[src/rtl/pbit_pkg.sv]
// Shared fixed-point definitions for the p-bit datapath: s[3][2] format
// constants, the MAC sequencing states and the clamping helper that the
// activation stage also uses.
package pbit_pkg;

    localparam int FRAC_BITS = 2;
    localparam int IN_MIN    = -32;
    localparam int IN_MAX    = 31;

    typedef enum logic [1:0] {
        IDLE   = 2'd0,
        ACCUM  = 2'd1,
        OUTPUT = 2'd2
    } state_t;

    // Clamp a signed value into the range of a two's complement word of
    // the given width; never wraps.
    function automatic int saturate(input int value, input int width);
        int lo;
        int hi;
        lo = -(1 << (width - 1));
        hi = (1 << (width - 1)) - 1;
        if (value > hi)
            return hi;
        else if (value < lo)
            return lo;
        else
            return value;
    endfunction

endpackage

[src/rtl/pbit_mac.sv]
// Serial multiply-accumulate producing the saturated input current I_i of a
// p-bit. Neighbour spins are latched on start; one static weight is added or
// subtracted per cycle on top of the bias, then the sum is clamped to s[3][2].
module pbit_mac
    import pbit_pkg::*;
#(
    parameter int N_NEIGHBORS      = 4,
    parameter int WEIGHT_PRECISION = 6,
    parameter logic [N_NEIGHBORS*WEIGHT_PRECISION-1:0] W = {4{6'sd4}},
    parameter logic signed [WEIGHT_PRECISION-1:0] H = 6'sd0,
    parameter int OUT_WIDTH        = 6
) (
    input  logic                        clk,
    input  logic                        reset,
    input  logic                        start,
    input  logic [N_NEIGHBORS-1:0]      p_in,
    output logic                        busy,
    output logic                        done,
    output logic [OUT_WIDTH-1:0]        I_out
);

    // Wide enough for the bias plus N full-scale terms, so no overflow.
    localparam int ACC_W = WEIGHT_PRECISION + $clog2(N_NEIGHBORS + 1) + 1;
    localparam int IDX_W = (N_NEIGHBORS > 1) ? $clog2(N_NEIGHBORS) : 1;
    localparam logic [IDX_W-1:0] LAST_IDX = IDX_W'(N_NEIGHBORS - 1);

    state_t                       state_reg;
    logic [N_NEIGHBORS-1:0]       p_lat_reg;
    logic signed [ACC_W-1:0]      acc_reg;
    logic [IDX_W-1:0]             idx_reg;
    logic                         busy_reg;
    logic                         done_reg;
    logic [OUT_WIDTH-1:0]         i_out_reg;

    logic signed [WEIGHT_PRECISION-1:0] w_k;
    logic signed [ACC_W-1:0]      w_ext;
    logic signed [ACC_W-1:0]      h_ext;
    logic signed [ACC_W-1:0]      acc_next;
    int                           sat_full;

    // Select the current weight and form acc +/- W[idx] depending on the spin.
    always_comb begin
        w_k      = W[int'(idx_reg)*WEIGHT_PRECISION +: WEIGHT_PRECISION];
        w_ext    = ACC_W'(w_k);
        h_ext    = ACC_W'(H);
        acc_next = p_lat_reg[idx_reg] ? (acc_reg + w_ext) : (acc_reg - w_ext);
        sat_full = saturate(int'(acc_reg), OUT_WIDTH);
    end

    // Sequencer: latch on start, accumulate one term per cycle, publish result.
    always_ff @(posedge clk) begin
        if (!reset) begin
            state_reg <= IDLE;
            p_lat_reg <= '0;
            acc_reg   <= '0;
            idx_reg   <= '0;
            busy_reg  <= 1'b0;
            done_reg  <= 1'b0;
            i_out_reg <= '0;
        end else begin
            done_reg <= 1'b0;
            unique case (state_reg)
                IDLE: begin
                    if (start) begin
                        p_lat_reg <= p_in;
                        acc_reg   <= h_ext;
                        idx_reg   <= '0;
                        busy_reg  <= 1'b1;
                        state_reg <= ACCUM;
                    end
                end
                ACCUM: begin
                    acc_reg <= acc_next;
                    idx_reg <= idx_reg + 1'b1;
                    if (idx_reg == LAST_IDX)
                        state_reg <= OUTPUT;
                end
                OUTPUT: begin
                    i_out_reg <= sat_full[OUT_WIDTH-1:0];
                    done_reg  <= 1'b1;
                    busy_reg  <= 1'b0;
                    state_reg <= IDLE;
                end
                default: begin
                    state_reg <= IDLE;
                    busy_reg  <= 1'b0;
                end
            endcase
        end
    end

    assign busy  = busy_reg;
    assign done  = done_reg;
    assign I_out = i_out_reg;

endmodule

[config.mk]
export PLATFORM = sky130hd
export DESIGN_NAME = pbit_mac
export DESIGN_NICKNAME = d
export VERILOG_FILES = /design/src/rtl/pbit_pkg.sv /design/src/rtl/pbit_mac.sv
export SDC_FILE = /design/constraint.sdc
export NUM_CORES = 1
export LEC_CHECK = 0
export ABC_AREA = 1
export BUFFER_PORTS_ARGS = -buffer_cell sky130_fd_sc_hd__buf_2
export CORE_ASPECT_RATIO = 0.75
export CORE_UTILIZATION = 50
export CTS_CLUSTER_SIZE = 30
export DETAILED_ROUTE_END_ITERATION = 7
export PLACE_DENSITY = 0.73
export SETUP_SLACK_MARGIN = 0.1
export SLEW_MARGIN = 10
export SYNTH_ARGS = -nofsm -noshare
export SYNTH_HDL_FRONTEND = slang
export SYNTH_SLANG_ARGS = --single-unit
[constraint.sdc]
create_clock -name clk -period 1.9 [get_ports clk]
set_input_delay 0.285 -clock clk [delete_from_list [all_inputs] [get_ports clk]]
set_output_delay 0.285 -clock clk [all_outputs]
set_load 0.005 [all_outputs]
==> results_dict.tcl, run 1 <==
set metrics [dict create \
    ys_top_cells_by_area "dfxtp_1, nand2_1, a21oi_1" \
    skew_ns 0.003718 \
    antenna_left 0 \
    ys_types 23 \
    drive_above_1_share_pct 35.60 \
    clock_power_share_pct 16.6 \
    synth_area_um2 1185 \
    cp-end-kind "flop" \
    cp_num_buf_inv 2 \
    place_ws_ns 0.03593 \
    cp-start-kind "flop" \
    grt_pass1_wl_um 4526 \
    crit_fanout 5 \
    fp.dieW_um 58.21 \
    grt.total_usage_pct 23.96 \
    switchingPower_w 0.0004944 \
    synth_nets 183 \
    die_height_um 44.16 \
    drt_iter0_drc 63 \
    worst_pin_slew_ns 0.5369 \
    slowest_stage "dfxtp_4" \
    max_stage_delay_ns 0.38 \
    ys_ff_latch 23 \
    largest_register_ff_count 8 \
    p_int_w 0.0008580 \
    hold_violations 0 \
    required_ns 2.15 \
    post_drt_wl_per_cell_um 13.00 \
    p_leak_nw 0.6765 \
    critPathKind "reg2reg" \
    yosysSeqAreaShare_pct 38.86 \
    cp_top_family "simple AND/OR/NAND/NOR gates" \
    final-max-slew-violation-count 0 \
    cts_buffers 3 \
    nets 207 \
    fin_util_pct 74.62 \
    ys_warn_count 0 \
    max_freq_mhz 543.4 \
    clock_sinks 23 \
    cap_viol_max_count 0 \
    worstPathCellList "inv_4, nand2_2, nand3_2, nand2_4, buf_12, ha_4, nand2_2, nand2_2, a21oi_2, nand2_2, nand3_1, nand3_1, a21oi_1" \
    insertion_delay_ns 0.31 \
    crit_arrival_ns 2.09 \
    seq_power_share_pct 41.7 \
    rsz0062_at_grt "true" \
    status "finished, final reports clean" \
    clock_path_buffers 2 \
    htreeDepth 1 \
    grt_max_degree 17 \
    hp-class "in2reg" \
    power_density_nw_per_um2 855.2 \
    via_per_inst 5.256 \
    setup_viol 0 \
    drt-pass1-iter-count 6 \
    gp_congestion 0.8158 \
    wirelength_um 2900 \
    yosysTopAreaCellShare_pct 38.86 \
    period_share_pct 96.85 \
    rows 14 \
    p_comb_share_pct 41.7 \
    cts_root_buffer "clkbuf_4" \
    hold_buffers 0 \
    final_common_cell "nand2_1" \
    tritoncts "done" \
    switching_share_pct 36.56 \
    area_growth_pct 33.47 \
    vias 1172 \
    core_um2 2120 \
    synth_cells 168 \
    port_buffers 14 \
    path_clk_slew_ns 0.12 \
    crit_top_cell "nand2_2" \
    place_hpwl_um 1876 \
    tns_ns 0 \
    antenna_found_initial 0 \
    remaining_drc_errors 0 \
    final.setup.worst_slack_ns 0.05983 \
    mostFrequentLayoutCells "nand2_1, dfxtp_1, inv_1, a21oi_1" \
    dieArea_um2 2571 \
    finalCriticalPeriod_ns 1.840 \
    relSlewSlack_pct 64.17 \
    start_util_pct 55.90 \
    gr-total-overflow 0 \
    num_antenna_cells 0 \
    yosys.area.top_type "dfxtp_1" \
    holdWs_ns 0.1884 \
    vdd_drop_max_mv 0.4097 \
    first_global_vias 1026 \
    syn_area_per_cell_um2 7.053 \
    boundaryPins 15 \
]
## kinds of logic after synthesis
logic type | count (synthesis) | share of synthesized area [%]
and+or+nand+nor | 80 | 29.57
DFF | 23 | 38.86
buffers and inverters | 23 | 7.602
AOI/OAI and AO/OA | 34 | 14.89
adders and majority gates | 8 | 9.081
## power by group through the flow
| stage | Sequential (W) | Clock (W) | Combinational, W |
|---|---|---|---|
| floorplan | 0.000553 | 0 | 0.000262 |
| global placement | 0.000562 | 0 | 0.000340 |
| detailed placement | 0.000563 | 0 | 0.000347 |
| CTS | 0.000557 | 0.000228 | 0.000396 |
| global route | 0.000570 | 0.000252 | 0.000623 |
| finish | 0.000564 | 0.000225 | 0.000564 |
## what timing repair did
action                                  4_1_cts  5_1_grt
endpoints found under the setup margin        5        5
setup buffers                                 1        4
cloned                                        0        0
resized for setup                            10       36
pin swaps                                     2       21
## worst min-delay path: stages
cell and delay (ns):
buf_2 0.07, nor2_1 0.03, nor2_1 0.08
## area by class of cell
type,instances,area (µm²)
Multi-Input combinational cell,122,833.3
Fill cell,153,538.0
Sequential cell,23,465.4
Timing Repair Buffer,21,135.1
Inverter,21,81.33
Tap cell,32,40.04
Clock buffer,4,26.28
## per-stage QoR
step | area (µm²) | instances | total power, W
floorplan | 1186 | 168 | 0.0008143
global placement | 1313 | 214 | 0.0009017
detailed placement | 1313 | 214 | 0.0009104
CTS | 1418 | 219 | 0.001181
global route | 1582 | 223 | 0.001444
finish | 1582 | 223 | 0.001352
## path summary, 6_finish.rpt
kind | from | end | slack [ns] | cells past startpoint
setup / recovery | idx_reg[0] | acc_reg[9] | 0.06 | 13
setup reg to reg | idx_reg[0] | acc_reg[9] | 0.06 | 13
hold reg to reg | I_out[3] | I_out[3] | 0.47 | 2
hold / removal | p_in[3] | p_lat_reg[3] | 0.19 | 3
## synth_stat cells, drive strengths merged
| cell type | count |
|---|---|
| and2 | 1 |
| buf | 1 |
| o21ai | 11 |
| nor3 | 2 |
| ha | 7 |
| nand2 | 40 |
| inv | 21 |
| dfxtp | 23 |
| fa | 1 |
| or2 | 2 |
| nand3b | 1 |
| nand4 | 2 |
| a211oi | 1 |
| nor2 | 20 |
| a21oi | 22 |
| clkbuf | 1 |
| nand3 | 12 |
## metal layers
layer | GRT usage (%) | share of wire, % | vias up
met3 | 5.556 | 5.2 | 7
met1 | 32.60 | 48 | 525
met5 | 0 | 0 | -
met4 | 10.95 | 1.9 | 0
met2 | 36.55 | 44 | 40
li1 | - | - | 600
(Power assumes the default switching activity.)
==> run 2, diff against run 1 <==
Settings changed: PLACE_DENSITY 0.73 to 0.7.
Clock period 1.9 ns to 1.7 ns, I/O delays scaled along.
==> results_dict.tcl, run 2 (synthesis gave the netlist of run 1 again) <==
set metrics [dict create \
    status "complete, but fails checks" \
    violations "negative setup slack" \
    required_ns 1.92 \
    worstPathCellList "inv_4, nand2_4, nand3_4, nand2_8, inv_4, fa_2, inv_2, nand3_2, nand2_2, nand3_2, nand2_1, nand2_1, nand3_2, a21oi_2" \
    gp_congestion 0.8921 \
    vdd_drop_max_mv 0.6658 \
    cp_top_family "simple AND/OR/NAND/NOR gates" \
    max_stage_delay_ns 0.42 \
    setup_viol 6 \
    worst_pin_slew_ns 0.3946 \
    via_per_inst 5.354 \
    totalPowerFinal_w 0.001465 \
    hp-class "in2reg" \
    area_growth_pct 32.74 \
    grtUsageMet1_pct 31.28 \
    port_buffers 14 \
    remaining_drc_errors 0 \
    crit_top_cell "nand3_2" \
    max_freq_mhz 539.7 \
    wirelength_um 3047 \
    globalRoute.busiestLayer "met2" \
    grt_pass1_wl_um 4560 \
    relSlewSlack_pct 73.67 \
    drt-pass1-iter-count 4 \
    grt.total_usage_pct 23.85 \
    die_height_um 44.16 \
    antenna_found_initial 0 \
    final.setup.worst_slack_ns -0.1528 \
    tns_ns -0.5187 \
    hold_buffers 0 \
    drive_above_1_share_pct 33.51 \
    path_clk_slew_ns 0.12 \
    r2r_cells 14 \
    cts_buffers 3 \
    largest_register_ff_count 8 \
    final-max-slew-violation-count 0 \
    boundaryPins 15 \
    tritoncts "done" \
    nets 210 \
    antenna_left 0 \
    vias 1210 \
    gr-total-overflow 0 \
    dieArea_um2 2571 \
    finalCriticalPeriod_ns 1.853 \
    cts_root_buffer "clkbuf_4" \
    rsz0062_at_grt "true" \
    htreeDepth 1 \
    post_drt_wl_per_cell_um 13.48 \
    fp.dieW_um 58.21 \
    power_density_nw_per_um2 931.7 \
    place_ws_ns -0.05094 \
    cp-start-kind "flop" \
    place_hpwl_um 2122 \
    rows 14 \
    mostFrequentLayoutCells "nand2_1, dfxtp_1, inv_1, a21oi_1, nor2_1" \
    num_antenna_cells 0 \
    skew_ns 0.004591 \
    multiInputGateArea_um2 807.0 \
    slowest_stage "dfxtp_4" \
    first_global_vias 1063 \
    grt_max_degree 14 \
    insertion_delay_ns 0.31 \
    seqCellArea_um2 465.4 \
    final_common_cell "nand2_1" \
    hold_violations 0 \
    grt_util_met2_pct 38.62 \
    crit_fanout 8 \
    cap_viol_max_count 0 \
    fill_cells 169 \
    design_area_um2 1573 \
    clock_path_buffers 2 \
    critPathKind "reg2reg" \
    placed_area_um2 1361 \
    crit_arrival_ns 2.07 \
    period_share_pct 109.0 \
    drt_iter0_drc 74 \
    cp.depth 14 \
    holdWs_ns 0.1590 \
    cp_num_buf_inv 3 \
    clock_sinks 23 \
    cp-end-kind "flop" \
    start_util_pct 55.90 \
    p_leak_nw 0.6819 \
    hold_depth 3 \
    core_um2 2120 \
    grt.met3_usage_pct 6.725 \
]
run 2: timing repair:
action | CTS | global route
buffers inserted | 2 | 4
gates cloned | 0 | 0
pin swaps | 0 | 7
setup endpoints to repair | 6 | 7
resized for setup | 2 | 26
run 2: path summary, 6_finish.rpt:
path,startpoint,slack (ns),endpoint
worst max-delay path,idx_reg[0],-0.15,acc_reg[8]
worst min-delay path,p_in[2],0.16,p_lat_reg[2]
worst max register to register,idx_reg[0],-0.15,acc_reg[8]
worst min register to register,I_out[2],0.49,I_out[2]
run 2: tightest hold or removal path, cell delays in order:
cell and delay, ns:
buf_2 0.07, nor2_1 0.03, nor2_1 0.08
run 2: final cells by class:
class	instances	share of cell area [%]
Clock inverter	1	0.3182
Tap cell	32	2.546
Sequential cell	23	29.59
Timing Repair Buffer	24	9.467
Clock buffer	3	1.432
Multi-Input combinational cell	122	51.31
Inverter	21	5.330
run 2: layer usage:
metal | wire [µm] | up-vias | share of wire, %
li1 | - | 598 | -
met1 | 1317 | 558 | 43
met2 | 1458 | 44 | 48
met3 | 203 | 10 | 6.7
met4 | 67 | 0 | 2.2
met5 | 0 | - | 0
run 2: metrics by stage:
step	cells	utilization [%]
finish	226	74.20
global route	226	74.20
CTS	222	66.41
detailed placement	216	64.23
global placement	216	64.23
floorplan	168	-
run 2: power breakdown:
part,internal [W],switching [W],total (W)
sequential,0.000579,0.0000550,0.000634
combinational,0.000261,0.000319,0.000580
clock,0.0000879,0.000164,0.000252
total,0.000927,0.000538,0.00147
